--- config.mk ---
export PLATFORM = sky130hd
export DESIGN_NAME = serial_adder
export DESIGN_NICKNAME = d
export VERILOG_FILES = /design/src/rtl/serial_adder_pkg.sv /design/src/rtl/half_adder.sv /design/src/rtl/serial_adder_fa_slice.sv /design/src/rtl/serial_adder.sv
export SDC_FILE = /design/constraint.sdc
export NUM_CORES = 1
export LEC_CHECK = 0
export ABC_CLOCK_PERIOD_IN_PS = 1420
export CAP_MARGIN = 20
export CORE_UTILIZATION = 50
export CTS_BUF_LIST = sky130_fd_sc_hd__clkbuf_8 sky130_fd_sc_hd__clkbuf_16
export CTS_CLUSTER_SIZE = 8
export DETAILED_ROUTE_END_ITERATION = 7
export GPL_ROUTABILITY_DRIVEN = 0
export GPL_TIMING_DRIVEN = 0
export PLACE_DENSITY = 0.78
export SLEW_MARGIN = 20
export SYNTH_ARGS = -nofsm -noshare
export SYNTH_HDL_FRONTEND = slang
export SYNTH_SLANG_ARGS = --single-unit
--- constraint.sdc ---
create_clock -name clk -period 1.42 [get_ports clk]
set_input_delay 0.355 -clock clk [delete_from_list [all_inputs] [get_ports clk]]
set_output_delay 0.355 -clock clk [all_outputs]
set_load 0.01 [all_outputs]
--- src/rtl/serial_adder_pkg.sv ---
// Shared definitions for the bit-serial adder: FSM state encoding, default width
// and the bit-counter width helper.
package serial_adder_pkg;

    localparam int DEFAULT_WIDTH = 8;

    typedef enum logic [1:0] {
        ST_IDLE  = 2'd0,
        ST_SHIFT = 2'd1,
        ST_DONE  = 2'd2
    } state_e;

    // Ceiling log2, never below 1 so a counter always has at least one bit.
    function automatic int clog2(input int value);
        int r;
        int v;
        r = 0;
        v = value - 1;
        while (v > 0) begin
            r = r + 1;
            v = v >>> 1;
        end
        return (r < 1) ? 1 : r;
    endfunction

endpackage

--- src/rtl/half_adder.sv ---
// Single-bit half adder cell: s = a xor b, c = a and b.
module half_adder (
    input  logic a,
    input  logic b,
    output logic s,
    output logic c
);

    assign s = a ^ b;
    assign c = a & b;

endmodule

--- src/rtl/serial_adder_fa_slice.sv ---
// Combinational full-adder slice (module fa_slice) built from two half_adder
// cells; the two partial carries can never both be 1, so an OR merges them.
module fa_slice (
    input  logic a,
    input  logic b,
    input  logic cin,
    output logic s,
    output logic cout
);

    logic p_s;
    logic p_c;
    logic q_c;

    half_adder u_ha0 (
        .a (a),
        .b (b),
        .s (p_s),
        .c (p_c)
    );

    half_adder u_ha1 (
        .a (p_s),
        .b (cin),
        .s (s),
        .c (q_c)
    );

    assign cout = p_c | q_c;

endmodule

--- src/rtl/serial_adder.sv ---
// Bit-serial unsigned adder, LSB first, one bit per clock through fa_slice.
// Optional subtract mode (a - b) is enabled by defining SERIAL_ADDER_SUB_EN.
module serial_adder
    import serial_adder_pkg::*;
#(
    parameter int WIDTH = DEFAULT_WIDTH
) (
    input  logic             clk,
    input  logic             rst_n,
    input  logic             start,
    input  logic [WIDTH-1:0] a,
    input  logic [WIDTH-1:0] b,
`ifdef SERIAL_ADDER_SUB_EN
    input  logic             sub,
`endif
    output logic             busy,
    output logic             done,
    output logic [WIDTH-1:0] sum,
    output logic             cout
);

    localparam int CNT_W = clog2(WIDTH);

    // Handshake: start is sampled only in IDLE; the accepting edge captures a/b.
    // done is a one-cycle pulse and sum/cout then hold until the next accepted start.
    state_e             state_q, state_d;
    logic [WIDTH-1:0]   a_sh_q, a_sh_d;
    logic [WIDTH-1:0]   b_sh_q, b_sh_d;
    logic [WIDTH-1:0]   sum_q, sum_d;
    logic [CNT_W-1:0]   cnt_q, cnt_d;
    logic               carry_q, carry_d;
    logic               cout_q, cout_d;
    logic               fa_s;
    logic               fa_c;

    fa_slice u_fa (
        .a    (a_sh_q[0]),
        .b    (b_sh_q[0]),
        .cin  (carry_q),
        .s    (fa_s),
        .cout (fa_c)
    );

    always_comb begin
        state_d = state_q;
        a_sh_d  = a_sh_q;
        b_sh_d  = b_sh_q;
        sum_d   = sum_q;
        cnt_d   = cnt_q;
        carry_d = carry_q;
        cout_d  = cout_q;
        case (state_q)
            ST_IDLE: begin
                if (start) begin
                    a_sh_d  = a;
`ifdef SERIAL_ADDER_SUB_EN
                    // Two's-complement subtract: invert b and inject a carry of 1.
                    b_sh_d  = sub ? ~b : b;
                    carry_d = sub;
`else
                    b_sh_d  = b;
                    carry_d = 1'b0;
`endif
                    cnt_d   = '0;
                    state_d = ST_SHIFT;
                end
            end
            ST_SHIFT: begin
                a_sh_d  = a_sh_q >> 1;
                b_sh_d  = b_sh_q >> 1;
                carry_d = fa_c;
                sum_d   = {fa_s, sum_q[WIDTH-1:1]};
                cnt_d   = cnt_q + CNT_W'(1);
                if (cnt_q == CNT_W'(WIDTH - 1)) begin
                    cout_d  = fa_c;
                    state_d = ST_DONE;
                end
            end
            ST_DONE: begin
                state_d = ST_IDLE;
            end
            default: begin
                state_d = ST_IDLE;
            end
        endcase
    end

    always_ff @(posedge clk or negedge rst_n) begin
        if (!rst_n) begin
            state_q <= ST_IDLE;
            a_sh_q  <= '0;
            b_sh_q  <= '0;
            sum_q   <= '0;
            cnt_q   <= '0;
            carry_q <= 1'b0;
            cout_q  <= 1'b0;
        end else begin
            state_q <= state_d;
            a_sh_q  <= a_sh_d;
            b_sh_q  <= b_sh_d;
            sum_q   <= sum_d;
            cnt_q   <= cnt_d;
            carry_q <= carry_d;
            cout_q  <= cout_d;
        end
    end

    // Status decoded straight from the state so an async reset clears it at once.
    assign busy = (state_q == ST_SHIFT);
    assign done = (state_q == ST_DONE);
    assign sum  = sum_q;
    assign cout = cout_q;

endmodule

==> results.md <==
- Outcome: finished, violations left
- Failing checks: design-rule violations, negative setup slack
- N_diodes: 0
- Syn Nets: 137
- Commonest cells in the netlist: dfrtp_1 (31), inv_1 (9), nor3b_1 (9)
- Max Slew Vio Count: 0
- Post-DP HPWL: 1950 um
- Post-synthesis sequential area ratio: 0.518
- DRT antenna net count: 0
- Final worst-path cycle share: 1.16
- Final Non-Filler Cells: roughly 190
- Critical path type: register to output pin
- CTS tree: yes
- Core footprint: 0.00281 sq mm
- Nets: 182
- Tot GR Track Use: 0.222
- Post-synth EDFFs: 0
- DRT iter0 DRCs: 57
- Power density over the cells: 2060 mW/mm^2
- Die area: ~0.0032 sq mm
- Max-Slew Margin vs Limit: 0.549
- DIE HEIGHT: 56.8 um
- Tot Pwr: 4.42 mW
- Post-route setup TNS: -1.18 ns
- Final setup fails: 18
- Worst Tran Pin Value: 0.677 ns
- Count leader, synth: dfrtp_1
- Flops & latches, synth: 31
- RSZ-0062 raised after global routing: yes
- Worst skew pair latency: roughly 0.28 ns
- Number of port buffers: 29
- Ys async rst share: 1.00
- Post-Syn Area: 0.00150 sq mm
- VDD IR max: 988 uV
- CP max stage cell: dfrtp_1
- Endpoints failing hold: 0
- Pin count of the biggest net entering global routing: 32
- Top post-synthesis cells by area: dfrtp_1 (52%), o221a_2 (5.3%), or4b_1 (4.7%)
- Initial Util: 0.534
- Final WS setup: -0.223 ns
- Cells after DPL: 175
- Clock buffer depth: 2
- Most frequent CP cell: buf_6
- Fmax: 609 MHz
- Top delay family on crit path: buffers and inverters
- Synthesis warning total: 0
- Yosys cell types: 26
- Htree depth: 2
- Initial antenna violation count: 0
- Vias in the first global route: 1059
- Vias: around 1100
- Average wire per standard cell: approximately 18 um
- First-pass GRT wire length: about 5300 um
- Post-Syn Instances: 115
- # DRC: 8
- Avg Inst Size Synth: 13.0 sq um
- IO Count: 30
- Crit path max fanout: 2
- Worst hold slack: roughly 0.10 ns
- CTS root buffer: clkbuf_8
- Tmin final: 1.64 ns
- CTS Sinks: 31
- Total wire length: approximately 3400 um
- Buf/Inv on CP: 4
- First-pass DRT Iterations: 6
- Vias per cell: 5.89
- Cts hold-fix bufs: 0
- Critical Path AT: around 1.3 ns
- Startpoint type of the worst setup path: register
- Syn-to-layout area delta: 43.6%
- Synth area leader: dfrtp_1
- DIE WIDTH: 56.8 um
- Slowest stage delay, CP: 0.40 ns
- Row count: 19
- Leakage power: between 0.9 and 1 nW
- Hold crit path type: input pin to asynchronous set/reset pin
- Max-cap viol count: 0
- Share of the synthesized area in the top cell type: 0.518
- Top_reg_cell synth: dfrtp_1
- CTS buffer count: 5
- Clock slew at reported path FFs: 0.07 ns
- Worst path cell trace: buf_6 -> buf_8 -> buf_6 -> nor2b_1 -> buf_2
- Worst Setup End Kind: output pin
- CP required: 1.07 ns
- Worst Skew: roughly 0.0043 ns
- Overflow after GRT: 0
- Ratio of cells with drive above 1 in the final layout: 0.398
## area by class of cell
type                    instances  area (sq um)
flip-flops and latches         31           776
clock buffers                   7          96.3
plain buffers                   9           101
fillers                       189           653
well taps                      31          38.8
inverters                       9          38.8
multi-input cells              63           708
repair buffers                 41           389
clock inverters                 1          3.75
## cells by family after synthesis
family	after synthesis	share of synthesized area
adders and majority gates	3	0.0300
muxes	10	0.0743
AOI/OAI and AO/OA	22	0.132
and+or+nand+nor	28	0.169
DFF	31	0.518
buffers and inverters	21	0.0768
## path summary, 6_finish.rpt
kind	start	end	slack [ns]	cells after the start
max reg2reg	state_q[1]	a_sh_q[6]	-0.08	5
min in group clk	cout	cout	0.49	1
max in group asynchronous	rst_n	b_sh_q[7]	0.87	1
min	rst_n	sum[3]	0.10	1
min reg2reg	cout	cout	0.49	1
max	state_q[1]	done	-0.22	5
## report_power, final
part / switching (mW) / internal, mW
sequential: 0.282 / 1.31
clock: 0.322 / 0.435
combinational: 0.884 / 1.19
## stage by stage
stage | utilization | worst slack (ns) | area [sq um]
4_1_cts | 0.728 | -0.195 | 2040
3_5_place_dp | 0.650 | -0.520 | 1820
3_3_place_gp | 0.652 | -0.536 | 1830
6_report | 0.767 | -0.223 | 2150
5_1_grt | 0.767 | -0.258 | 2150
2_1_floorplan | - | 0.0989 | 1500
## cell usage in the layout, fill, tap and decap left out, types with 2 or more instances in the layout
cell type	count
nor3b_1	4
a22o_1	3
nor3b_2	5
dlygate4sd2_1	9
clkbuf_8	8
o221a_2	7
nor4b_2	3
clkdlybuf4s50_1	16
buf_4	5
buf_2	3
nor4b_1	3
inv_1	9
mux2_1	3
a211o_1	2
or4b_1	7
ha_1	2
a211oi_2	6
dfrtp_1	31
buf_6	14
mux2_2	6
## state kept, by name, indices dropped and copies added, names as in the netlist
signal,cells
cnt_q,3
a_sh_q,8
cout,1
state_q,2
carry_q,1
sum,8
b_sh_q,8
## layer usage
layer | track usage | part of all wire
met4 | 0.0523 | 0.0085
met2 | 0.342 | 0.51
met1 | 0.299 | 0.42
met5 | 0 | 0
met3 | 0.0829 | 0.060
## repair_timing
action | 4_1_cts | 5_1_grt
resized for setup | 40 | 25
setup endpoints to repair | 27 | 25
pin swaps | 2 | 5
setup buffers | 8 | 4
endpoints found under the hold margin | 0 | 0
cloned | 0 | 1
Power figures use the tool's default switching activity.
